File: src/rtl/gc_pkg.sv
// Shared definitions for the garbled-circuit gate sequencer: default widths,
// gate type encodings and the sequencer state enumeration.
package gc_pkg;

    localparam int unsigned DEFAULT_LABEL_W = 128;
    localparam int unsigned DEFAULT_ID_W    = 13;

    localparam logic [1:0] AND_GATE  = 2'd0;
    localparam logic [1:0] XOR_GATE  = 2'd1;
    localparam logic [1:0] BUF_GATE  = 2'd2;
    localparam logic [1:0] RSVD_GATE = 2'd3;

    typedef enum logic [3:0] {
        StIdle,
        StWaitA,
        StLatchA,
        StWaitB,
        StLatchB,
        StWaitOut,
        StHashReq,
        StHashWait,
        StWrite
    } state_e;

endpackage

File: src/rtl/gate_sequencer_if.sv
// Label memory and hash engine bus between the gate sequencer (master) and
// the memory / hash engine (slave).
interface gate_sequencer_if #(
    parameter int unsigned LABEL_W = gc_pkg::DEFAULT_LABEL_W,
    parameter int unsigned ID_W    = gc_pkg::DEFAULT_ID_W
) ();

    logic [ID_W-1:0]    mem_addr;
    logic               mem_rd_en;
    logic [LABEL_W-1:0] mem_rdata;
    logic               mem_wr_en;
    logic [LABEL_W-1:0] mem_wdata;
    logic               hash_start;
    logic [LABEL_W-1:0] hash_a;
    logic [LABEL_W-1:0] hash_b;
    logic [ID_W-1:0]    hash_tweak;
    logic               hash_done;
    logic [LABEL_W-1:0] hash_out;

    modport master (
        output mem_addr, mem_rd_en, mem_wr_en, mem_wdata,
        output hash_start, hash_a, hash_b, hash_tweak,
        input  mem_rdata, hash_done, hash_out
    );

    modport slave (
        input  mem_addr, mem_rd_en, mem_wr_en, mem_wdata,
        input  hash_start, hash_a, hash_b, hash_tweak,
        output mem_rdata, hash_done, hash_out
    );

endinterface

File: src/rtl/gc_row_select.sv
// AND-gate result selection: the hash output is used directly for s = 0,
// otherwise it is masked with ciphertext row s-1.
module gc_row_select import gc_pkg::*; #(
    parameter int unsigned LABEL_W = DEFAULT_LABEL_W
) (
    input  logic [LABEL_W-1:0] hash_out_i,
    input  logic [LABEL_W-1:0] row0_i,
    input  logic [LABEL_W-1:0] row1_i,
    input  logic [LABEL_W-1:0] row2_i,
    input  logic [1:0]         sel_i,
    output logic [LABEL_W-1:0] result_o
);

    // Pick the ciphertext row addressed by the colour bits
    always_comb begin
        unique case (sel_i)
            2'd0:    result_o = hash_out_i;
            2'd1:    result_o = hash_out_i ^ row0_i;
            2'd2:    result_o = hash_out_i ^ row1_i;
            default: result_o = hash_out_i ^ row2_i;
        endcase
    end

endmodule

File: src/rtl/gate_sequencer.sv
// Gate sequencer: turns decoder field strobes into label reads, hash engine
// requests and one output label write per gate. One gate in flight.
// Optional GATE_SEQUENCER_STATS_EN adds saturating per-type gate counters.
module gate_sequencer import gc_pkg::*; #(
    parameter int unsigned LABEL_W = DEFAULT_LABEL_W,
    parameter int unsigned ID_W    = DEFAULT_ID_W
) (
    input  logic               clk,
    input  logic               rst,
    input  logic [1:0]         gate_type_i,
    input  logic [ID_W-1:0]    input_id_i,
    input  logic [LABEL_W-1:0] ctxt_i,
    input  logic [1:0]         ctxt_idx_i,
    input  logic [ID_W-1:0]    gate_id_i,
    input  logic               gate_strobe_i,
    input  logic               id_1_strobe_i,
    input  logic               id_2_strobe_i,
    input  logic               ctxt_strobe_i,
    input  logic               gate_id_strobe_i,
    gate_sequencer_if.master   bus_io,
    output logic               busy_o,
    output logic               gate_done_o,
    output logic               error_o
`ifdef GATE_SEQUENCER_STATS_EN
    ,
    output logic [15:0]        and_count_o,
    output logic [15:0]        xor_count_o,
    output logic [15:0]        buf_count_o
`endif
);

    state_e             state_q;
    logic [1:0]         type_q;
    logic [LABEL_W-1:0] a_q, b_q, result_q;
    logic [LABEL_W-1:0] row0_q, row1_q, row2_q;
    logic [2:0]         row_vld_q;
    logic [ID_W-1:0]    gate_id_q;
    logic               error_q;

    logic [1:0]         slot;
    logic               is_and;
    logic               unexpected;
    logic               bad_field;
    logic [LABEL_W-1:0] and_result;

    assign slot   = ctxt_idx_i - 2'd1;
    assign is_and = (type_q == AND_GATE);

    gc_row_select #(
        .LABEL_W(LABEL_W)
    ) u_row_select (
        .hash_out_i(bus_io.hash_out),
        .row0_i    (row0_q),
        .row1_i    (row1_q),
        .row2_i    (row2_q),
        .sel_i     ({a_q[0], b_q[0]}),
        .result_o  (and_result)
    );

    // Protocol checks: strobes outside their state, and malformed fields
    always_comb begin
        unexpected = (gate_strobe_i && state_q != StIdle)
                  || (id_1_strobe_i && state_q != StWaitA)
                  || (id_2_strobe_i && state_q != StWaitB)
                  || (ctxt_strobe_i && !(state_q == StWaitOut && is_and))
                  || (gate_id_strobe_i && state_q != StWaitOut)
                  || (bus_io.hash_done && state_q != StHashWait);
        bad_field  = (gate_strobe_i && state_q == StIdle && gate_type_i == RSVD_GATE)
                  || (ctxt_strobe_i && state_q == StWaitOut && is_and && slot == 2'd3)
                  || (gate_id_strobe_i && state_q == StWaitOut && is_and && !(&row_vld_q));
    end

    // Gate FSM with its datapath registers and the sticky error flag
    always_ff @(posedge clk) begin
        if (rst) begin
            state_q   <= StIdle;
            type_q    <= '0;
            a_q       <= '0;
            b_q       <= '0;
            result_q  <= '0;
            row0_q    <= '0;
            row1_q    <= '0;
            row2_q    <= '0;
            row_vld_q <= '0;
            gate_id_q <= '0;
            error_q   <= 1'b0;
        end else begin
            error_q <= error_q | unexpected | bad_field;
            unique case (state_q)
                StIdle: begin
                    if (gate_strobe_i && gate_type_i != RSVD_GATE) begin
                        type_q    <= gate_type_i;
                        row_vld_q <= '0;
                        state_q   <= StWaitA;
                    end
                end
                StWaitA: if (id_1_strobe_i) state_q <= StLatchA;
                StLatchA: begin
                    a_q     <= bus_io.mem_rdata;
                    state_q <= (type_q == BUF_GATE) ? StWaitOut : StWaitB;
                end
                StWaitB: if (id_2_strobe_i) state_q <= StLatchB;
                StLatchB: begin
                    b_q     <= bus_io.mem_rdata;
                    state_q <= StWaitOut;
                end
                StWaitOut: begin
                    if (ctxt_strobe_i && is_and) begin
                        unique case (slot)
                            2'd0: begin row0_q <= ctxt_i; row_vld_q[0] <= 1'b1; end
                            2'd1: begin row1_q <= ctxt_i; row_vld_q[1] <= 1'b1; end
                            2'd2: begin row2_q <= ctxt_i; row_vld_q[2] <= 1'b1; end
                            default: ;
                        endcase
                    end
                    if (gate_id_strobe_i) begin
                        gate_id_q <= gate_id_i;
                        if (is_and) begin
                            // An AND gate without all three rows cannot be evaluated
                            state_q <= (&row_vld_q) ? StHashReq : StIdle;
                        end else begin
                            result_q <= (type_q == BUF_GATE) ? a_q : (a_q ^ b_q);
                            state_q  <= StWrite;
                        end
                    end
                end
                StHashReq: state_q <= StHashWait;
                StHashWait: begin
                    if (bus_io.hash_done) begin
                        result_q <= and_result;
                        state_q  <= StWrite;
                    end
                end
                StWrite: state_q <= StIdle;
                default: state_q <= StIdle;
            endcase
        end
    end

    // Output decode; the read request follows the id strobe in the same cycle
    // so the label arrives while the FSM sits in the latch state.
    always_comb begin
        bus_io.mem_addr   = '0;
        bus_io.mem_rd_en  = 1'b0;
        bus_io.mem_wr_en  = 1'b0;
        bus_io.mem_wdata  = '0;
        bus_io.hash_start = 1'b0;
        bus_io.hash_a     = '0;
        bus_io.hash_b     = '0;
        bus_io.hash_tweak = '0;
        gate_done_o       = 1'b0;
        if ((state_q == StWaitA && id_1_strobe_i) || (state_q == StWaitB && id_2_strobe_i)) begin
            bus_io.mem_addr  = input_id_i;
            bus_io.mem_rd_en = 1'b1;
        end
        if (state_q == StHashReq) begin
            bus_io.hash_start = 1'b1;
            bus_io.hash_a     = a_q;
            bus_io.hash_b     = b_q;
            bus_io.hash_tweak = gate_id_q;
        end
        if (state_q == StWrite) begin
            bus_io.mem_addr  = gate_id_q;
            bus_io.mem_wr_en = 1'b1;
            bus_io.mem_wdata = result_q;
            gate_done_o      = 1'b1;
        end
    end

    assign busy_o  = (state_q != StIdle);
    assign error_o = error_q;

`ifdef GATE_SEQUENCER_STATS_EN
    logic [15:0] and_cnt_q, xor_cnt_q, buf_cnt_q;

    // Saturating per-type counts of completed gates
    always_ff @(posedge clk) begin
        if (rst) begin
            and_cnt_q <= '0;
            xor_cnt_q <= '0;
            buf_cnt_q <= '0;
        end else if (state_q == StWrite) begin
            unique case (type_q)
                AND_GATE: if (and_cnt_q != 16'hFFFF) and_cnt_q <= and_cnt_q + 16'd1;
                XOR_GATE: if (xor_cnt_q != 16'hFFFF) xor_cnt_q <= xor_cnt_q + 16'd1;
                BUF_GATE: if (buf_cnt_q != 16'hFFFF) buf_cnt_q <= buf_cnt_q + 16'd1;
                default: ;
            endcase
        end
    end

    assign and_count_o = and_cnt_q;
    assign xor_count_o = xor_cnt_q;
    assign buf_count_o = buf_cnt_q;
`endif

endmodule

File: src/flat_wrapper.sv
// flat-port wrapper written by rule: the top's interface ports become plain ports
module gate_sequencer_flat import gc_pkg::*;
#(
    parameter int unsigned LABEL_W = DEFAULT_LABEL_W,
    parameter int unsigned ID_W    = DEFAULT_ID_W
)
  (clk, rst, gate_type_i, input_id_i, ctxt_i, ctxt_idx_i, gate_id_i, gate_strobe_i, id_1_strobe_i, id_2_strobe_i, ctxt_strobe_i, gate_id_strobe_i, busy_o, gate_done_o, error_o, bus_io_mem_addr, bus_io_mem_rd_en, bus_io_mem_wr_en, bus_io_mem_wdata, bus_io_hash_start, bus_io_hash_a, bus_io_hash_b, bus_io_hash_tweak, bus_io_mem_rdata, bus_io_hash_done, bus_io_hash_out);
  gate_sequencer_if #(.LABEL_W(LABEL_W), .ID_W(ID_W)) bus_io_i ();
  input  logic clk;
  input  logic rst;
  input  logic [1:0] gate_type_i;
  input  logic [ID_W-1:0] input_id_i;
  input  logic [LABEL_W-1:0] ctxt_i;
  input  logic [1:0] ctxt_idx_i;
  input  logic [ID_W-1:0] gate_id_i;
  input  logic gate_strobe_i;
  input  logic id_1_strobe_i;
  input  logic id_2_strobe_i;
  input  logic ctxt_strobe_i;
  input  logic gate_id_strobe_i;
  output logic busy_o;
  output logic gate_done_o;
  output logic error_o;
  output wire logic [$bits(bus_io_i.mem_addr)-1:0] bus_io_mem_addr;
  output wire logic [$bits(bus_io_i.mem_rd_en)-1:0] bus_io_mem_rd_en;
  output wire logic [$bits(bus_io_i.mem_wr_en)-1:0] bus_io_mem_wr_en;
  output wire logic [$bits(bus_io_i.mem_wdata)-1:0] bus_io_mem_wdata;
  output wire logic [$bits(bus_io_i.hash_start)-1:0] bus_io_hash_start;
  output wire logic [$bits(bus_io_i.hash_a)-1:0] bus_io_hash_a;
  output wire logic [$bits(bus_io_i.hash_b)-1:0] bus_io_hash_b;
  output wire logic [$bits(bus_io_i.hash_tweak)-1:0] bus_io_hash_tweak;
  input wire logic [$bits(bus_io_i.mem_rdata)-1:0] bus_io_mem_rdata;
  input wire logic [$bits(bus_io_i.hash_done)-1:0] bus_io_hash_done;
  input wire logic [$bits(bus_io_i.hash_out)-1:0] bus_io_hash_out;
  assign bus_io_mem_addr = bus_io_i.mem_addr;
  assign bus_io_mem_rd_en = bus_io_i.mem_rd_en;
  assign bus_io_mem_wr_en = bus_io_i.mem_wr_en;
  assign bus_io_mem_wdata = bus_io_i.mem_wdata;
  assign bus_io_hash_start = bus_io_i.hash_start;
  assign bus_io_hash_a = bus_io_i.hash_a;
  assign bus_io_hash_b = bus_io_i.hash_b;
  assign bus_io_hash_tweak = bus_io_i.hash_tweak;
  assign bus_io_i.mem_rdata = bus_io_mem_rdata;
  assign bus_io_i.hash_done = bus_io_hash_done;
  assign bus_io_i.hash_out = bus_io_hash_out;
  gate_sequencer #(.LABEL_W(LABEL_W), .ID_W(ID_W)) u_core (.clk(clk), .rst(rst), .gate_type_i(gate_type_i), .input_id_i(input_id_i), .ctxt_i(ctxt_i), .ctxt_idx_i(ctxt_idx_i), .gate_id_i(gate_id_i), .gate_strobe_i(gate_strobe_i), .id_1_strobe_i(id_1_strobe_i), .id_2_strobe_i(id_2_strobe_i), .ctxt_strobe_i(ctxt_strobe_i), .gate_id_strobe_i(gate_id_strobe_i), .bus_io(bus_io_i), .busy_o(busy_o), .gate_done_o(gate_done_o), .error_o(error_o));
endmodule
File: config.mk
export PLATFORM = sky130hd
export DESIGN_NAME = gate_sequencer_flat
export DESIGN_NICKNAME = d
export VERILOG_FILES = /design/src/rtl/gc_pkg.sv /design/src/rtl/gate_sequencer_if.sv /design/src/rtl/gc_row_select.sv /design/src/rtl/gate_sequencer.sv /design/src/flat_wrapper.sv
export SDC_FILE = /design/constraint.sdc
export NUM_CORES = 2
export LEC_CHECK = 0
export CAP_MARGIN = 20
export CORE_AREA = 2 2 329 331
export DETAILED_ROUTE_END_ITERATION = 10
export DIE_AREA = 0 0 331 333
export PLACE_DENSITY = 0.63
export SLEW_MARGIN = 0
export SYNTH_ARGS = -nofsm -noshare
export SYNTH_HDL_FRONTEND = slang
export SYNTH_HIERARCHICAL = 1
export SYNTH_SLANG_ARGS = --single-unit
File: constraint.sdc
create_clock -name clk -period 2.2 [get_ports clk]
set_input_delay 0.44 -clock clk [delete_from_list [all_inputs] [get_ports clk]]
set_output_delay 0.44 -clock clk [all_outputs]
set_load 0.01 [all_outputs]
==> out/results.ini <==
[sta]
timing.final.ws_setup_ns = -0.7753
finalMaxSlewViolations = 0
worst_slew_pin_slew_ns = 1.110
final_hold_viol_count = 0
skew_ns = 0.02175
period_share = 1.352
fmax_ghz = 0.3361
slew_headroom = 0.2600
holdWs_ns = 0.09736
rsz0062_at_grt = true
setup_violations = 436
min_period_ns = 2.975

[critical_path]
cp_top_family = buffers and inverters
slowest_delay_ns = 0.54
worstSetupPathType = register to output port
cp-start-kind = register
arrival_ns = 2.54
crit_buf_inv = 3
crit_fanout = 24
worstPathCellList = and4bb_4 > buf_12 > clkbuf_16 > and2_1 > clkdlybuf4s50_1
critPathRequiredTime_ns = 1.76
cp_slowest_cell = clkdlybuf4s50_1
endpoint_kind = output port

[global_routing]
antenna_found_initial = 51
grt_use_met3 = 0.05046
overflow = 0
grt_max_degree = 192
use_met1 = 0.3400
top_usage_layer = met2
grt_pass1_vias = 36560
grt_use_met2 = 0.4564
grt_pass1_wl_mm = 230.2
gr-usage-all-layers = 0.2715

[synth]
yosysSeqAreaShare = 0.4088
synth.most_common_cell = nand2_1
synth_seq_cells = 791
syn_area_per_cell_um2 = 7.820
synth-edff-count = 0
async_reset_ff_frac = 0
synth_common_cells = nand2_1 (1314), dfxtp_1 (791), a21oi_1 (658)
synth.distinct_cells = 54
synth_top_area_share = 0.4088
ys_warn_count = 6
synth_area_leader_cell = dfxtp_1
ys.flop_type = dfxtp_1
syn_area_um2 = 38740
syn-instance-count = 4954
yosys-top-cells-area = dfxtp_1 (41%), nand2_1 (13%), a21oi_1 (8.5%)
synth_fp_nets = 5379

[detailed_routing]
totalWireLength_mm = 160.0
drt_iter0_drc = 3047
routed_via_density = 5.241
drtPass1Iterations = 5
drc = 0
vias = 38350
wl_per_cell_um = 21.87
final_antenna_net_count = 0

[clock_network]
cts_buffer_depth = 3
htree_levels = 3
clk_latency_ns = 0.66
cts_tree = yes
clk_pin_slew_worst_paths_ns = 0.06
cts_buffers = 90
hold_buffers = 0
root_buffer = clkbuf_16
clock-sinks = 791

[die]
fp-row-count = 120
die_x_um = 331
die_area_um2 = 110200
io_pins = 838
core_um2 = 106600
initial_core_util = 0.3634
die_h_um = 333

[power]
p_leak_nw = 18.83
p_total_mw = 37.01
p_per_area_nw_per_um2 = 684.2
peakVddDrop_mv = 0.5305

[finish]
area_growth_pct = 39.62
drive_gt1_frac = 0.1585
fin_nets = 6229
fillerInstances = 10130

[placement]
io_buffers = 837
hpwl_mm = 108.9
gp_congestion = 0.8931

[hold_path]
hp-class = primary input to register

[status]
violations = setup timing
outcome = finished with violations

[job]
drv_cap = 0

-- through the flow --
stage | utilization | area, um^2 | cells | setup TNS, ns | setup WS, ns
floorplan | - | 38740 | 4954 | 0 | 0.2135
global placement | 0.4714 | 50250 | 7056 | -66.65 | -0.5236
detailed placement | 0.4714 | 50250 | 7056 | -80.09 | -0.5463
CTS | 0.5036 | 53680 | 7238 | -296.76 | -0.8246
global route | 0.5072 | 54070 | 7311 | -305.46 | -0.8294
finish | 0.5074 | 54090 | 7318 | -243.25 | -0.7753
-- power by group --
part	internal (mW)	switching [mW]	total (mW)	leakage, nW
clock network	9.40	6.29	15.7	1.51
logic	2.51	3.55	6.06	10.9
registers	14.7	0.507	15.3	6.38
total	26.7	10.4	37.0	18.8
-- per-layer routing --
layer,wire [um],part of all wire
met1,65810,0.41
met2,77310,0.48
met3,11310,0.071
met4,5489,0.034
met5,100,0.00062
-- final cells by class --
| class | instances | area, um^2 | share of cell area |
|---|---|---|---|
| Multi-Input combinational cell | 3605 | 20630 | 0.3815 |
| Sequential cell | 791 | 15850 | 0.2930 |
| Timing Repair Buffer | 1180 | 12170 | 0.2250 |
| Clock buffer | 139 | 2748 | 0.05080 |
| Tap cell | 1403 | 1755 | 0.03245 |
| Inverter | 136 | 510.5 | 0.009438 |
| Clock inverter | 24 | 322.8 | 0.005968 |
| Antenna cell | 40 | 100.1 | 0.001851 |
-- flip-flops by register name (all words and copies together), names as in the netlist --
register,cells
u_core/b_q,128
u_core/type_q,2
u_core/row_vld_q,3
u_core/error_o,1
u_core/row2_q,128
u_core/a_q,128
u_core/row0_q,128
u_core/result_q,128
u_core/row1_q,128
u_core/gate_id_q,13
u_core/state_q,4
-- cells by family (layout without fill, tap and decap cells) --
group | after synthesis | in the layout | synth area share
simple gates | 2266 | 2266 | 0.2655
compound gates | 1206 | 1206 | 0.2303
flops | 791 | 791 | 0.4088
buf+inv | 558 | 1479 | 0.06495
xor+xnor | 128 | 128 | 0.02894
fa+ha+maj | 3 | 3 | 0.0009690
mux | 2 | 2 | 0.0005490
other cells | 0 | 40 | 0
-- cells in the final DEF (no fill, tap or decap), drive strengths merged, types with 2 or more instances in the layout --
cell type and count:
nand4 3, nor4b 3, a21boi 128, nor3 130, clkdlybuf4s15 31, or3 2
o21a 5, nor2b 6, clkinvlp 2, a21oi 658, clkinv 9, buf 412
nand2 1314, clkbuf 203, bufinv 7, diode 40, and3 4, a31oi 4
nand2b 4, a22oi 128, dfxtp 791, ha 3, o21ai 3, dlymetal6s2s 14
o32ai 128, nor3b 129, nor2 263, and2 399, clkdlybuf4s50 625, a211oi 129
xor2 128, and4 3, inv 142, a22o 14, dlygate4sd2 34
-- final timing paths --
kind	startpoint	endpoint	slack, ns	depth (start not counted)
worst max register to register	u_core/b_q[0]	u_core/result_q[74]	-0.07	9
worst min register to register	u_core/row2_q[73]	u_core/row2_q[73]	0.45	2
worst max-delay path	u_core/state_q[0]	bus_io_hash_a[95]	-0.78	5
worst min-delay path	rst	u_core/state_q[0]	0.1	2
-- timing repair --
| item | in CTS | in global routing |
|---|---|---|
| pin swaps | 4 | 17 |
| resized for setup | 252 | 395 |
| setup endpoints to repair | 422 | 858 |
| gates cloned | 7 | 10 |
| endpoints found under the hold margin | 0 | 0 |
| setup buffers | 12 | 34 |
(Power assumes the default switching activity.)
